## config.mk

```make
export PLATFORM = sky130hd
export DESIGN_NAME = rv_wb_arbiter
export DESIGN_NICKNAME = d
export VERILOG_FILES = /design/src/rtl/RV_pkg.sv /design/src/rtl/rv_wb_fifo.sv /design/src/rtl/rv_wb_arbiter.sv
export SDC_FILE = /design/constraint.sdc
export NUM_CORES = 1
export LEC_CHECK = 0
export CAP_MARGIN = 40
export CORE_MARGIN = 2
export CORE_UTILIZATION = 48
export DETAILED_ROUTE_END_ITERATION = 16
export GPL_TIMING_DRIVEN = 0
export PLACE_DENSITY = 0.76
export SYNTH_ARGS = -nofsm -noshare
export SYNTH_HDL_FRONTEND = slang
export SYNTH_HIERARCHICAL = 1
export SYNTH_SLANG_ARGS = --single-unit
```

## constraint.sdc

```tcl
create_clock -name clk -period 2.39 [get_ports clk]
set_input_delay 0.3585 -clock clk [delete_from_list [all_inputs] [get_ports clk]]
set_output_delay 0.3585 -clock clk [all_outputs]
set_load 0.01 [all_outputs]
```

## src/rtl/RV_pkg.sv

```systemverilog
// Shared register-write payload types and writeback arbiter defaults.
package RV_pkg;

  localparam int unsigned XLEN       = 32;
  localparam int unsigned REG_ADDR_W = 5;

  localparam int unsigned WB_FIFO_DEPTH_DEFAULT   = 4;
  localparam int unsigned WB_STARVE_LIMIT_DEFAULT = 8;

  typedef logic [XLEN-1:0] OperandType;

  typedef struct packed {
    logic                  RegEnable;
    logic [REG_ADDR_W-1:0] RegAddr;
  } RegCtrlPortType;

  typedef struct packed {
    RegCtrlPortType WriteCtrl;
    OperandType     Data;
  } RegWritePortType;

endpackage

```

## src/rtl/rv_wb_fifo.sv

```systemverilog
// Memory-result queue for the writeback arbiter: synchronous push/pop, registered count.
module rv_wb_fifo
  import RV_pkg::*;
#(
  parameter int unsigned DEPTH = WB_FIFO_DEPTH_DEFAULT
) (
  input  logic                         clk,
  input  logic                         rst,
  input  logic                         push,
  input  RegWritePortType              din,
  input  logic                         pop,
  output RegWritePortType              head_c,
  output logic [$clog2(DEPTH+1)-1:0]   count,
  output logic                         full_c,
  output logic                         empty_c
);

  localparam int unsigned PTR_W = $clog2(DEPTH);
  localparam int unsigned CNT_W = $clog2(DEPTH + 1);

  RegWritePortType   mem [DEPTH];
  logic [PTR_W-1:0]  wr_ptr;
  logic [PTR_W-1:0]  rd_ptr;
  logic              push_ok;
  logic              pop_ok;

  assign full_c  = (count == CNT_W'(DEPTH));
  assign empty_c = (count == '0);
  assign push_ok = push && !full_c;
  assign pop_ok  = pop && !empty_c;
  assign head_c  = mem[rd_ptr];

  // Storage carries no reset; count and pointers define which entries are live.
  always_ff @(posedge clk) begin
    if (push_ok) begin
      mem[wr_ptr] <= din;
    end
  end

  // Pointers wrap naturally since DEPTH is a power of two.
  always_ff @(posedge clk) begin
    if (rst) begin
      wr_ptr <= '0;
      rd_ptr <= '0;
      count  <= '0;
    end else begin
      if (push_ok) wr_ptr <= wr_ptr + PTR_W'(1);
      if (pop_ok)  rd_ptr <= rd_ptr + PTR_W'(1);
      unique case ({push_ok, pop_ok})
        2'b10:   count <= count + CNT_W'(1);
        2'b01:   count <= count - CNT_W'(1);
        default: count <= count;
      endcase
    end
  end

endmodule

```

## src/rtl/rv_wb_arbiter.sv

```systemverilog
// Writeback arbiter: ALU results win, queued memory results fill idle slots.
// Optional starvation guard enabled by defining RV_WB_STARVE_GUARD_EN.
module rv_wb_arbiter
  import RV_pkg::*;
#(
  parameter int unsigned FIFO_DEPTH   = WB_FIFO_DEPTH_DEFAULT,
  parameter int unsigned STARVE_LIMIT = WB_STARVE_LIMIT_DEFAULT
) (
  input  logic            clk,
  input  logic            rst,
  input  RegWritePortType AluResult,
  input  logic            MemResultValid,
  input  RegWritePortType MemResult,
  output logic            MemResultReady,
  output RegWritePortType ExecResultBypass,
  output logic            AluStall,
  output logic            WbBusy
);

  localparam int unsigned CNT_W = $clog2(FIFO_DEPTH + 1);

  RegWritePortType   head_c;
  RegWritePortType   sel_c;
  logic [CNT_W-1:0]  count;
  logic              full_c;
  logic              empty_c;
  logic              alu_sel_c;
  logic              pop_c;
  logic              push_c;

  assign alu_sel_c      = AluResult.WriteCtrl.RegEnable;
  assign pop_c          = !alu_sel_c && !empty_c;
  assign MemResultReady = !rst && !full_c;
  assign push_c         = MemResultValid && MemResultReady;
  assign WbBusy         = (count != '0);

  rv_wb_fifo #(
    .DEPTH (FIFO_DEPTH)
  ) u_fifo (
    .clk     (clk),
    .rst     (rst),
    .push    (push_c),
    .din     (MemResult),
    .pop     (pop_c),
    .head_c  (head_c),
    .count   (count),
    .full_c  (full_c),
    .empty_c (empty_c)
  );

  // Select winner; x0 writes are consumed but never enable the register file.
  always_comb begin
    sel_c = '0;
    if (alu_sel_c) begin
      sel_c = AluResult;
    end else if (pop_c) begin
      sel_c = head_c;
    end
    if (sel_c.WriteCtrl.RegAddr == '0) begin
      sel_c.WriteCtrl.RegEnable = 1'b0;
    end
  end

  always_ff @(posedge clk) begin
    if (rst) begin
      ExecResultBypass <= '0;
    end else begin
      ExecResultBypass <= sel_c;
    end
  end

`ifdef RV_WB_STARVE_GUARD_EN
  localparam int unsigned SW = $clog2(STARVE_LIMIT + 1);

  logic [SW-1:0] starve_q;
  logic [SW-1:0] starve_c;

  // Count cycles the queue head loses to the ALU; saturate at the limit.
  always_comb begin
    starve_c = starve_q;
    if (empty_c || pop_c) begin
      starve_c = '0;
    end else if (alu_sel_c && (starve_q != SW'(STARVE_LIMIT))) begin
      starve_c = starve_q + SW'(1);
    end
  end

  always_ff @(posedge clk) begin
    if (rst) begin
      starve_q <= '0;
      AluStall <= 1'b0;
    end else begin
      starve_q <= starve_c;
      AluStall <= (starve_c == SW'(STARVE_LIMIT));
    end
  end
`else
  assign AluStall = 1'b0;
`endif

endmodule

```

==> results of run 1 <==
## registers in the layout, indices dropped and copies added (netlist names), named ones only
register / count
u_fifo/rd_ptr: 2
u_fifo/wr_ptr: 2
ExecResultBypass: 38
u_fifo/mem: 152
u_fifo/count: 3
## power breakdown
part           switching, mW  internal (mW)
logic                  0.274          0.333
clock network           1.16           1.46
registers             0.0331           3.82
## timing repair
action | CTS | global route
hold endpoints to repair | 0 | 0
gates resized for setup | 12 | 5
pin swaps | 1 | 3
buffers inserted | 2 | 1
setup endpoints to repair | 2 | 2
## worst max-delay path, stage by stage (launching register included)
cell and delay [ns]:
dfxtp_4 0.38, nor3b_4 0.23, nor2_1 0.08, and2_1 0.17
inv_2 0.07, nor2_2 0.06, inv_1 0.09, ha_4 0.14
inv_1 0.06, fa_2 0.35, xor2_1 0.17, or3_1 0.34
a21oi_2 0.12
## path summary, 6_finish.rpt
path / start / endpoint / slack [ns] / depth (start not counted)
worst max-delay path: u_fifo/count[0] / u_fifo/count[2] / 0.06 / 12
worst min-delay path: u_fifo/rd_ptr[1] / u_fifo/rd_ptr[1] / 0.54 / 2
worst max register to register: u_fifo/count[0] / u_fifo/count[2] / 0.06 / 12
worst min register to register: u_fifo/rd_ptr[1] / u_fifo/rd_ptr[1] / 0.54 / 2
## cell usage in the layout (no fill, tap or decap), types with 2 or more instances in the layout
cell,count
dfxtp_4,3
o21ai_0,3
buf_4,5
nor2_1,44
mux4_2,38
dfxtp_1,44
clkbuf_8,2
buf_2,9
nand2b_1,2
buf_1,2
clkdlybuf4s50_1,118
clkinv_2,2
a22oi_1,37
a21oi_1,4
clkinv_1,3
ha_1,4
or3_1,4
and2_2,4
xor2_1,3
clkbuf_16,17
buf_12,6
edfxtp_1,152
nor3_1,2
clkbuf_1,10
inv_1,8
## cell families after synthesis
family,synth area share (%)
buffers and inverters,2.41
other,0.0515
and+or+nand+nor,4.02
xor gates and xnor gates,0.361
AOI/OAI and AO/OA,4.47
muxes,11.9
adders and majority gates,1.13
DFF,75.7
## cells in the mapped netlist, drive strengths merged
| cell | instances |
|---|---|
| nand2 | 1 |
| edfxtp | 152 |
| o21ai | 3 |
| nor3 | 3 |
| mux2i | 1 |
| xor2 | 3 |
| o31ai | 1 |
| ha | 5 |
| nand2b | 2 |
| nor2 | 45 |
| or4 | 1 |
| a21oi | 5 |
| clkbuf | 6 |
| mux4 | 38 |
| fa | 1 |
| dfxtp | 47 |
| nor3b | 1 |
| or4b | 1 |
| inv | 9 |
| and2 | 5 |
| nor4 | 1 |
| buf | 16 |
| conb | 1 |
| a22oi | 37 |
| or3 | 4 |
## layout make-up
| cell class | instances | area share, % |
|---|---|---|
| Clock buffer | 23 | 4.88 |
| Tap cell | 188 | 2.51 |
| Clock inverter | 9 | 0.813 |
| Inverter | 9 | 0.360 |
| Multi-Input combinational cell | 159 | 17.4 |
| Buffer | 22 | 1.61 |
| Sequential cell | 199 | 58.8 |
| Timing Repair Buffer | 125 | 13.7 |
## routing by layer
layer	track usage (%)	vias to the layer above	wire, um
met1	25.3	2037	6290
met2	31.7	164	7420
met4	7.30	0	226
met5	0	-	0
met3	4.44	16	955
li1	-	1814	-
## metrics by stage
stage / area (sq um) / hold slack, ns / utilization [%]
6_report: 9390 / 0.536 / 62.5
5_1_grt: 9390 / 0.563 / 62.5
4_1_cts: 9360 / 0.507 / 62.2
3_5_place_dp: 8780 / 0.514 / 58.4
3_3_place_gp: 8700 / 0.474 / 57.9
2_1_floorplan: 7280 / 0.457 / -
==> metrics.md, run 1 <==
| Metric | Value |
|---|---|
| Outcome | `completed` |
| CTS root buffer | `clkbuf_16` |
| Tcrit/Tclk final | `97.4%` |
| Synth area leaders | `edfxtp_1 (63%), dfxtp_1 (13%), mux4_2 (12%), a22oi_1 (3.8%), nor2_1 (2.3%)` |
| Register Area | `0.00552 sq mm` |
| Slew headroom | `55.3%` |
| Yosys cell types | `29` |
| Peak supply drop | `roughly 0.47 mV` |
| I/O pin cnt | `120` |
| Yosys top cell area share | `approximately 63%` |
| Share of layout cells above drive strength 1 | `between 10% and 20%` |
| Die width | `about 130 um` |
| Synth Warn # | `6` |
| Post-Route WL | `roughly 15 mm` |
| Final HPWL from detailed placement | `approximately 9.6 mm` |
| TNS Setup | `0 ns` |
| Via count | `a little over 4000` |
| Pwr dens | `between 700 and 800 mW/mm^2` |
| Syn Std Cell Area | `a little over 0.007 sq mm` |
| Final net count | `between 600 and 700` |
| Leakage Power | `about 3.1 nW` |
| Drt first pass iters | `5` |
| Via density | `~5.5` |
| Synth Instances | `389` |
| Initial drt markers | `around 330` |
| Max Cap Viol | `0` |
| First-pass GRT wire length | `between 20 and 25 mm` |
| Largest net degree at the start of global routing | `22` |
| Sequential area share after synthesis | `75.7%` |
| DRC violations left | `0` |
| Post-cts hold buffer count | `0` |
| CTS H-tree lvls | `4` |
| WP data arrival | `about 2.7 ns` |
| N_diodes | `0` |
| Fillers | `about 1000` |
| Multi-input gate area | `approximately 0.0016 sq mm` |
| Die Span Y | `~130 um` |
| Final setup margin | `0.0623 ns` |
| Core Rows | `45` |
| Layout area overhead | `29.0%` |
| Initial Utilization | `slightly below 50%` |
| CTS tree | `done` |
| Total CTS buffers | `17` |
| Die ar. | `roughly 0.016 sq mm` |
| Post-Syn Area per Cell | `18.7 sq um` |
| Vias in the first global route | `roughly 4200` |
| PortBufs | `approximately 120` |
| CTS max path bufs | `2` |
| Yosys reg bits | `199` |
| Total grt overflow | `0` |
| CTS Sinks | `slightly below 200` |
| Clock transition at path regs | `0.07 ns` |
| Required @ worst endpoint | `2.74 ns` |
| Setup violations, final | `0` |
| Placed cells | `699` |
| Final hold violation count | `0` |
| Synth area leader | `edfxtp_1` |
| Synth Net Count | `around 470` |
| Core area | `0.0150 sq mm` |
| Final Critical Period | `2.33 ns` |
| Crit path launch type | `flip-flop` |
| Clk Latency, worst-skew pair | `0.42 ns` |
| Post-Layout Cell Count | `between 700 and 800` |
| ANT nets after route | `0` |
| Worst-Margin Slew | `0.670 ns` |
| Setup Skew | `roughly 0.011 ns` |
| Hold Path Class | `flip-flop to flip-flop` |
| Critical path type | `flip-flop to flip-flop` |
| Routed length per placed instance | `20.3 um` |
| Fmax | `between 400 and 500 MHz` |
| Initial antenna violation count | `0` |
| DP Worst Slack | `-0.877 ns` |
| Slew Viols, Final | `0` |
| Routability-driven placement congestion ratio | `0.717` |
| Overall power | `approximately 7 mW` |
| Worst Setup End Kind | `flip-flop` |
| Crit-path max FO | `6` |
| GRT Util Overall | `19.2%` |
No activity file was read; power rests on OpenSTA's default activity.
==> inputs of run 2 (changes only) <==
--- a/config.mk
+++ b/config.mk
@@ -15,3 +15,4 @@
 export SYNTH_HDL_FRONTEND = slang
 export SYNTH_HIERARCHICAL = 1
 export SYNTH_SLANG_ARGS = --single-unit
+export TNS_END_PERCENT = 1
==> metrics.md, run 2 (synthesis results as in run 1) <==
| Metric | Value |
|---|---|
| Peak supply drop | `0.522 mV (was 0.475 mV)` |
| Clk Latency, worst-skew pair | `0.43 ns (was 0.42 ns)` |
| Final setup margin | `0.0640 ns (was 0.0623 ns)` |
| RSZ-0062 raised after global routing | `false` |
| Largest register by flop count | `u_fifo/mem (unchanged)` |
| ANT nets after route | `0 (unchanged)` |
| CTS H-tree lvls | `4 (unchanged)` |
| Leakage Power | `3.13 nW (was 3.10 nW)` |
| Final net count | `617 (was 618)` |
| Post-Route WL | `14.7 mm (was 14.9 mm)` |
| Crit-path max FO | `5 (was 6)` |
| Core Rows | `45 (unchanged)` |
| Via count | `3958 (was 4031)` |
| Die width | `127 um (unchanged)` |
| DRC violations left | `0 (unchanged)` |
| Register share of total power | `53.1% (was 54.5%)` |
| Initial Utilization | `48.4% (unchanged)` |
| Via density | `5.40 (was 5.49)` |
| Fillers | `1057 (was 1044)` |
| DP Worst Slack | `-0.886 ns (was -0.877 ns)` |
| Final Critical Period | `2.33 ns (about the same)` |
| Sw Ratio | `21.4% (was 20.7%)` |
| Post-cts hold buffer count | `0 (unchanged)` |
| I/O pin cnt | `120 (unchanged)` |
| Worst Setup End Kind | `flip-flop (unchanged)` |
| CP max stage delay | `0.54 ns (was 0.38 ns)` |
| Share of layout cells above drive strength 1 | `20.2% (was 17.9%)` |
| Initial drt markers | `234 (was 334)` |
| Final HPWL from detailed placement | `9.58 mm (was 9.61 mm)` |
| First-pass GRT wire length | `22.4 mm (was 23.1 mm)` |
| Pwr dens | `766 mW/mm^2 (was 753 mW/mm^2)` |
| Total grt overflow | `0 (unchanged)` |
| Slew headroom | `57.1% (was 55.3%)` |
| Critical path type | `input pin to flip-flop (was flip-flop to flip-flop)` |
| Max reg flops | `152 (unchanged)` |
| Layout area overhead | `30.2% (was 29.0%)` |
| CTS tree | `done (unchanged)` |
| Required @ worst endpoint | `2.75 ns (was 2.74 ns)` |
| Drt first pass iters | `4 (was 5)` |
| Worst-Margin Slew | `0.643 ns (was 0.670 ns)` |
| Die ar. | `0.0162 sq mm (unchanged)` |
| Most frequent cells in the layout | `edfxtp_1 (152), clkdlybuf4s50_1 (118), dfxtp_1 (44), nor2_1 (42), mux4_2 (38) (was edfxtp_1 (152), clkdlybuf4s50_1 (118), dfxtp_1 (44), nor2_1 (44), mux4_2 (38))` |
| Buf+Inv Stages, Crit Path | `4 (was 3)` |
| Initial antenna violation count | `0 (unchanged)` |
| Commonest non-fill, non-tap cell in the layout | `edfxtp_1 (unchanged)` |
| PortBufs | `118 (unchanged)` |
| Combinational share of power | `8.4% (was 8.6%)` |
| Setup violations, final | `0 (unchanged)` |
| TNS Setup | `0 ns (unchanged)` |
| Post-layout util | `63.0% (was 62.5%)` |
| Crit path launch type | `input pin (was flip-flop)` |
| GRT Util Overall | `19.0% (was 19.2%)` |
| Outcome | `completed (unchanged)` |
| CTS max path bufs | `2 (unchanged)` |
| Total CTS buffers | `17 (unchanged)` |
| Tcrit/Tclk final | `97.3% (was 97.4%)` |
| Routed length per placed instance | `20.1 um (was 20.3 um)` |
| Fmax | `430 MHz (about the same)` |
| Core area | `0.0150 sq mm (unchanged)` |
| CTS root buffer | `clkbuf_16 (unchanged)` |
| Hold Path Class | `flip-flop to flip-flop (unchanged)` |
| CP top delay family | `buffers and inverters (was simple AND/OR/NAND/NOR gates)` |
| Die Span Y | `127 um (unchanged)` |
| Clock transition at path regs | `0.07 ns (about the same)` |
| Setup Skew | `0.00908 ns (was 0.0111 ns)` |
| Net Switching | `1.56 mW (was 1.46 mW)` |
| WP data arrival | `2.69 ns (was 2.68 ns)` |
| N_diodes | `0 (unchanged)` |
| Biggest regs | `u_fifo/mem x152, ExecResultBypass x38, u_fifo/count x3 (unchanged)` |
| Largest net degree at the start of global routing | `22 (unchanged)` |
| CP Cell Sequence | `clkdlybuf4s50_1, nor2_2, clkbuf_8, o31ai_1, inv_1, ha_4, inv_2, fa_2, xor2_2, or3_1, a21oi_2 (was nor3b_4, nor2_1, and2_1, inv_2, nor2_2, inv_1, ha_4, inv_1, fa_2, xor2_1, or3_1, a21oi_2)` |
| Routability-driven placement congestion ratio | `0.746 (was 0.717)` |
| Pint | `5.70 mW (was 5.61 mW)` |
| Vias in the first global route | `4112 (was 4234)` |
| CTS Sinks | `199 (unchanged)` |
| Slew Viols, Final | `0 (unchanged)` |
| Final hold violation count | `0 (unchanged)` |
| Max Cap Viol | `0 (unchanged)` |
| Clock network power share | `38.5% (was 36.9%)` |
| Slowest CP cell | `clkdlybuf4s50_1 (was dfxtp_4)` |
run 2: cell types whose count changed in the layout (fill, tap and decap cells not counted), sizes merged:
cell	delta
clkinv	+2
buf	-1
inv	+1
clkinvlp	+2
bufinv	+1
clkbuf	-6
run 2: worst paths after layout:
check                           to  cells after the start        startpoint  slack, ns
setup / recovery   u_fifo/count[2]                     11     AluResult[37]       0.06
hold / removal    u_fifo/rd_ptr[1]                      2  u_fifo/rd_ptr[1]       0.53
setup reg to reg   u_fifo/count[2]                     12   u_fifo/count[0]       0.10
hold reg to reg   u_fifo/rd_ptr[1]                      2  u_fifo/rd_ptr[1]       0.53
run 2: worst register-to-register path, delay by kind of cell, from the launching register on:
| family | cells | cell delay (ns) |
|---|---|---|
| xor+xnor | 1 | 0.15 |
| flops | 1 | 0.38 |
| simple gates | 5 | 0.89 |
| buf+inv | 3 | 0.16 |
| compound gates | 1 | 0.13 |
| fa+ha+maj | 2 | 0.51 |
run 2: timing repair:
| action | 4_1_cts | 5_1_grt |
|---|---|---|
| pin swaps | 0 | 6 |
| gates resized for setup | 7 | 18 |
| endpoints found under the setup margin | 83 | 83 |
| buffers inserted | 2 | 0 |
| cloned | 0 | 0 |
run 2: layout make-up:
cell class | instances | area, sq um | share of cell area (%)
tap | 188 | 235 | 2.48
buffer | 22 | 151 | 1.60
inverter | 9 | 36.3 | 0.383
multi-input combinational | 159 | 1650 | 17.5
clock inverter | 15 | 154 | 1.62
timing repair buffer | 124 | 1300 | 13.7
clock buffer | 17 | 425 | 4.49
sequential | 199 | 5520 | 58.2
run 2: stage by stage:
stage / instance area (sq um) / hold slack [ns] / cells / power (mW)
2_1_floorplan: 7280 / 0.457 / 389 / 4.18
3_3_place_gp: 8690 / 0.484 / 695 / 4.49
3_5_place_dp: 8800 / 0.513 / 699 / 4.52
4_1_cts: 9420 / 0.524 / 733 / 7.30
5_1_grt: 9470 / 0.547 / 733 / 7.50
6_report: 9470 / 0.529 / 733 / 7.26
run 2: power by group through the flow:
stage / registers (mW) / clock network (mW) / logic [mW]
2_1_floorplan: 3.95 / 0 / 0.238
3_3_place_gp: 3.92 / 0 / 0.566
3_5_place_dp: 3.93 / 0 / 0.591
4_1_cts: 3.86 / 2.85 / 0.602
5_1_grt: 3.86 / 2.98 / 0.656
6_report: 3.85 / 2.80 / 0.606
run 2: metal layers:
metal	part of all wire (%)	routed length (um)	GRT usage [%]	up-vias
met1	42	6140	24.0	1996
met3	6.5	957	5.90	10
met5	0	0	0	-
met2	51	7480	31.2	138
li1	-	-	-	1814
met4	0.90	133	7.11	0
==> inputs of run 3 (changes only) <==
--- a/config.mk
+++ b/config.mk
@@ -11,6 +11,7 @@
 export DETAILED_ROUTE_END_ITERATION = 16
 export GPL_TIMING_DRIVEN = 0
 export PLACE_DENSITY = 0.76
+export SLEW_MARGIN = 25
 export SYNTH_ARGS = -nofsm -noshare
 export SYNTH_HDL_FRONTEND = slang
 export SYNTH_HIERARCHICAL = 1
==> metrics.md, run 3 (synthesis results as in run 1) <==
| Metric | Value |
|---|---|
| Vias in the first global route | `4104 (was 4112)` |
| Routability-driven placement congestion ratio | `0.746 (unchanged)` |
| Initial antenna violation count | `0 (unchanged)` |
| Tcrit/Tclk final | `96.0% (was 97.3%)` |
| CTS H-tree lvls | `4 (unchanged)` |
| CTS max path bufs | `2 (unchanged)` |
| Slew headroom | `57.3% (was 57.1%)` |
| Routed length per placed instance | `20.0 um (was 20.1 um)` |
| Clock network power share | `40.3% (was 38.5%)` |
| Slew Viols, Final | `0 (unchanged)` |
| Drt first pass iters | `5 (was 4)` |
| Max Cap Viol | `0 (unchanged)` |
| CTS Sinks | `199 (unchanged)` |
| Initial Utilization | `48.4% (unchanged)` |
| Crit path launch type | `input pin (unchanged)` |
| Final hold violation count | `0 (unchanged)` |
| WHS | `0.521 ns (was 0.529 ns)` |
| Pwr dens | `789 mW/mm^2 (was 766 mW/mm^2)` |
| Initial drt markers | `240 (was 234)` |
| N_diodes | `0 (unchanged)` |
| Max reg flops | `152 (unchanged)` |
| Core Rows | `45 (unchanged)` |
| Core area | `0.0150 sq mm (unchanged)` |
| Worst Setup End Kind | `flip-flop (unchanged)` |
| Crit-path max FO | `5 (unchanged)` |
| Final net count | `617 (unchanged)` |
| Commonest non-fill, non-tap cell in the layout | `edfxtp_1 (unchanged)` |
| PortBufs | `118 (unchanged)` |
| Clock transition at path regs | `0.07 ns (about the same)` |
| Via density | `5.46 (was 5.40)` |
| I/O pin cnt | `120 (unchanged)` |
| Via count | `3999 (was 3958)` |
| R2r worst-path depth | `12 (unchanged)` |
| Clk Latency, worst-skew pair | `0.43 ns (about the same)` |
| Die Span Y | `127 um (unchanged)` |
| Most frequent cells in the layout | `edfxtp_1 (152), clkdlybuf4s50_1 (118), dfxtp_1 (44), nor2_1 (43), mux4_2 (38) (was edfxtp_1 (152), clkdlybuf4s50_1 (118), dfxtp_1 (44), nor2_1 (42), mux4_2 (38))` |
| Post-Route WL | `14.7 mm (about the same)` |
| Largest net degree at the start of global routing | `39 (was 22)` |
| ANT nets after route | `0 (unchanged)` |
| Total CTS buffers | `17 (unchanged)` |
| GRT Util Overall | `18.9% (was 19.0%)` |
| Leakage Power | `3.13 nW (about the same)` |
| Critical path type | `input pin to flip-flop (unchanged)` |
| Layout area overhead | `29.9% (was 30.2%)` |
| Placed inst area | `0.00873 sq mm (was 0.00880 sq mm)` |
| Total grt overflow | `0 (unchanged)` |
| Setup violations, final | `0 (unchanged)` |
| Outcome | `completed (unchanged)` |
| Final Critical Period | `2.29 ns (was 2.33 ns)` |
| Biggest regs | `u_fifo/mem x152, ExecResultBypass x38, u_fifo/count x3 (unchanged)` |
| Fmax | `436 MHz (was 430 MHz)` |
| First-pass GRT wire length | `22.3 mm (was 22.4 mm)` |
| Final HPWL from detailed placement | `9.06 mm (was 9.58 mm)` |
| Die ar. | `0.0162 sq mm (unchanged)` |
| DRC violations left | `0 (unchanged)` |
| Register share of total power | `51.7% (was 53.1%)` |
| Sw Ratio | `20.7% (was 21.4%)` |
| TNS Setup | `0 ns (unchanged)` |
| Post-layout util | `62.9% (was 63.0%)` |
| CTS root buffer | `clkbuf_16 (unchanged)` |
| CTS tree | `done (unchanged)` |
| Net Switching | `1.54 mW (was 1.56 mW)` |
| Hold Path Stages | `2 (unchanged)` |
| Die width | `127 um (unchanged)` |
| Pint | `5.91 mW (was 5.70 mW)` |
| DP Worst Slack | `-0.851 ns (was -0.886 ns)` |
| Largest register by flop count | `u_fifo/mem (unchanged)` |
| Share of layout cells above drive strength 1 | `19.4% (was 20.2%)` |
| Post-cts hold buffer count | `0 (unchanged)` |
| Fin area | `0.00945 sq mm (was 0.00947 sq mm)` |
| Setup Skew | `0.00931 ns (was 0.00908 ns)` |
| Combinational share of power | `8.0% (was 8.4%)` |
| Hold Path Class | `flip-flop to flip-flop (unchanged)` |
| Required @ worst endpoint | `2.75 ns (about the same)` |
| Worst-Margin Slew | `0.640 ns (was 0.643 ns)` |
| Final setup margin | `0.0958 ns (was 0.0640 ns)` |
| WP data arrival | `2.65 ns (was 2.69 ns)` |
| Peak supply drop | `0.517 mV (was 0.522 mV)` |
run 3: cell types whose count changed in the layout (fill, tap and decap cells not counted), moves of 2 or more:
cell / previous run / this run
inv_1: 6 / 8
and2_2: 4 / 1
buf_4: 4 / 7
and2_4: 1 / 4
clkinv_2: 3 / 1
buf_16: 3 / 1
bufinv_16: 2 / 4
run 3: area by class of cell:
class	count	area [sq um]
Buffer	22	151
Clock buffer	18	429
Clock inverter	14	200
Fill cell	1053	5580
Inverter	9	33.8
Multi-Input combinational cell	159	1640
Sequential cell	199	5520
Tap cell	188	235
Timing Repair Buffer	124	1250
run 3: path summary, 6_finish.rpt:
check / start / to / slack, ns
setup / recovery: AluResult[37] / u_fifo/count[2] / 0.1
hold / removal: u_fifo/wr_ptr[1] / u_fifo/wr_ptr[1] / 0.52
setup reg to reg: u_fifo/count[1] / u_fifo/count[2] / 0.1
hold reg to reg: u_fifo/wr_ptr[1] / u_fifo/wr_ptr[1] / 0.52
run 3: power by group through the flow:
stage                     sequential (mW)  combinational (mW)  clock [mW]
final                                3.85               0.597        3.00
after floorplan                      3.95               0.238           0
after CTS                            3.85               0.593        3.07
after detailed placement             3.93               0.582           0
after global placement               3.92               0.566           0
after global routing                 3.86               0.642        3.19
run 3: what timing repair did:
action | CTS | global route
resized for setup | 9 | 10
setup endpoints to repair | 22 | 21
gates cloned | 0 | 0
pin swaps | 0 | 4
setup buffers | 1 | 4
run 3: critical path: stages:
cell and delay (ns):
clkdlybuf4s50_1 0.53, nor2_1 0.19, clkbuf_8 0.16, o31ai_1 0.09
inv_1 0.08, ha_2 0.18, inv_1 0.06, fa_2 0.33
xor2_1 0.15, or3_1 0.39, a21oi_2 0.13
run 3: stage by stage:
stage / instances / total power [mW]
finish: 733 / 7.45
global placement: 695 / 4.49
global route: 733 / 7.70
detailed placement: 696 / 4.51
CTS: 729 / 7.51
floorplan: 389 / 4.18
run 3: layer usage:
metal | up-vias | GRT usage, % | wire (um)
met5 | - | 0 | 0
met4 | 0 | 6.72 | 218
met1 | 2018 | 24.1 | 6090
met2 | 148 | 31.6 | 7440
met3 | 19 | 5.19 | 913
li1 | 1814 | - | -
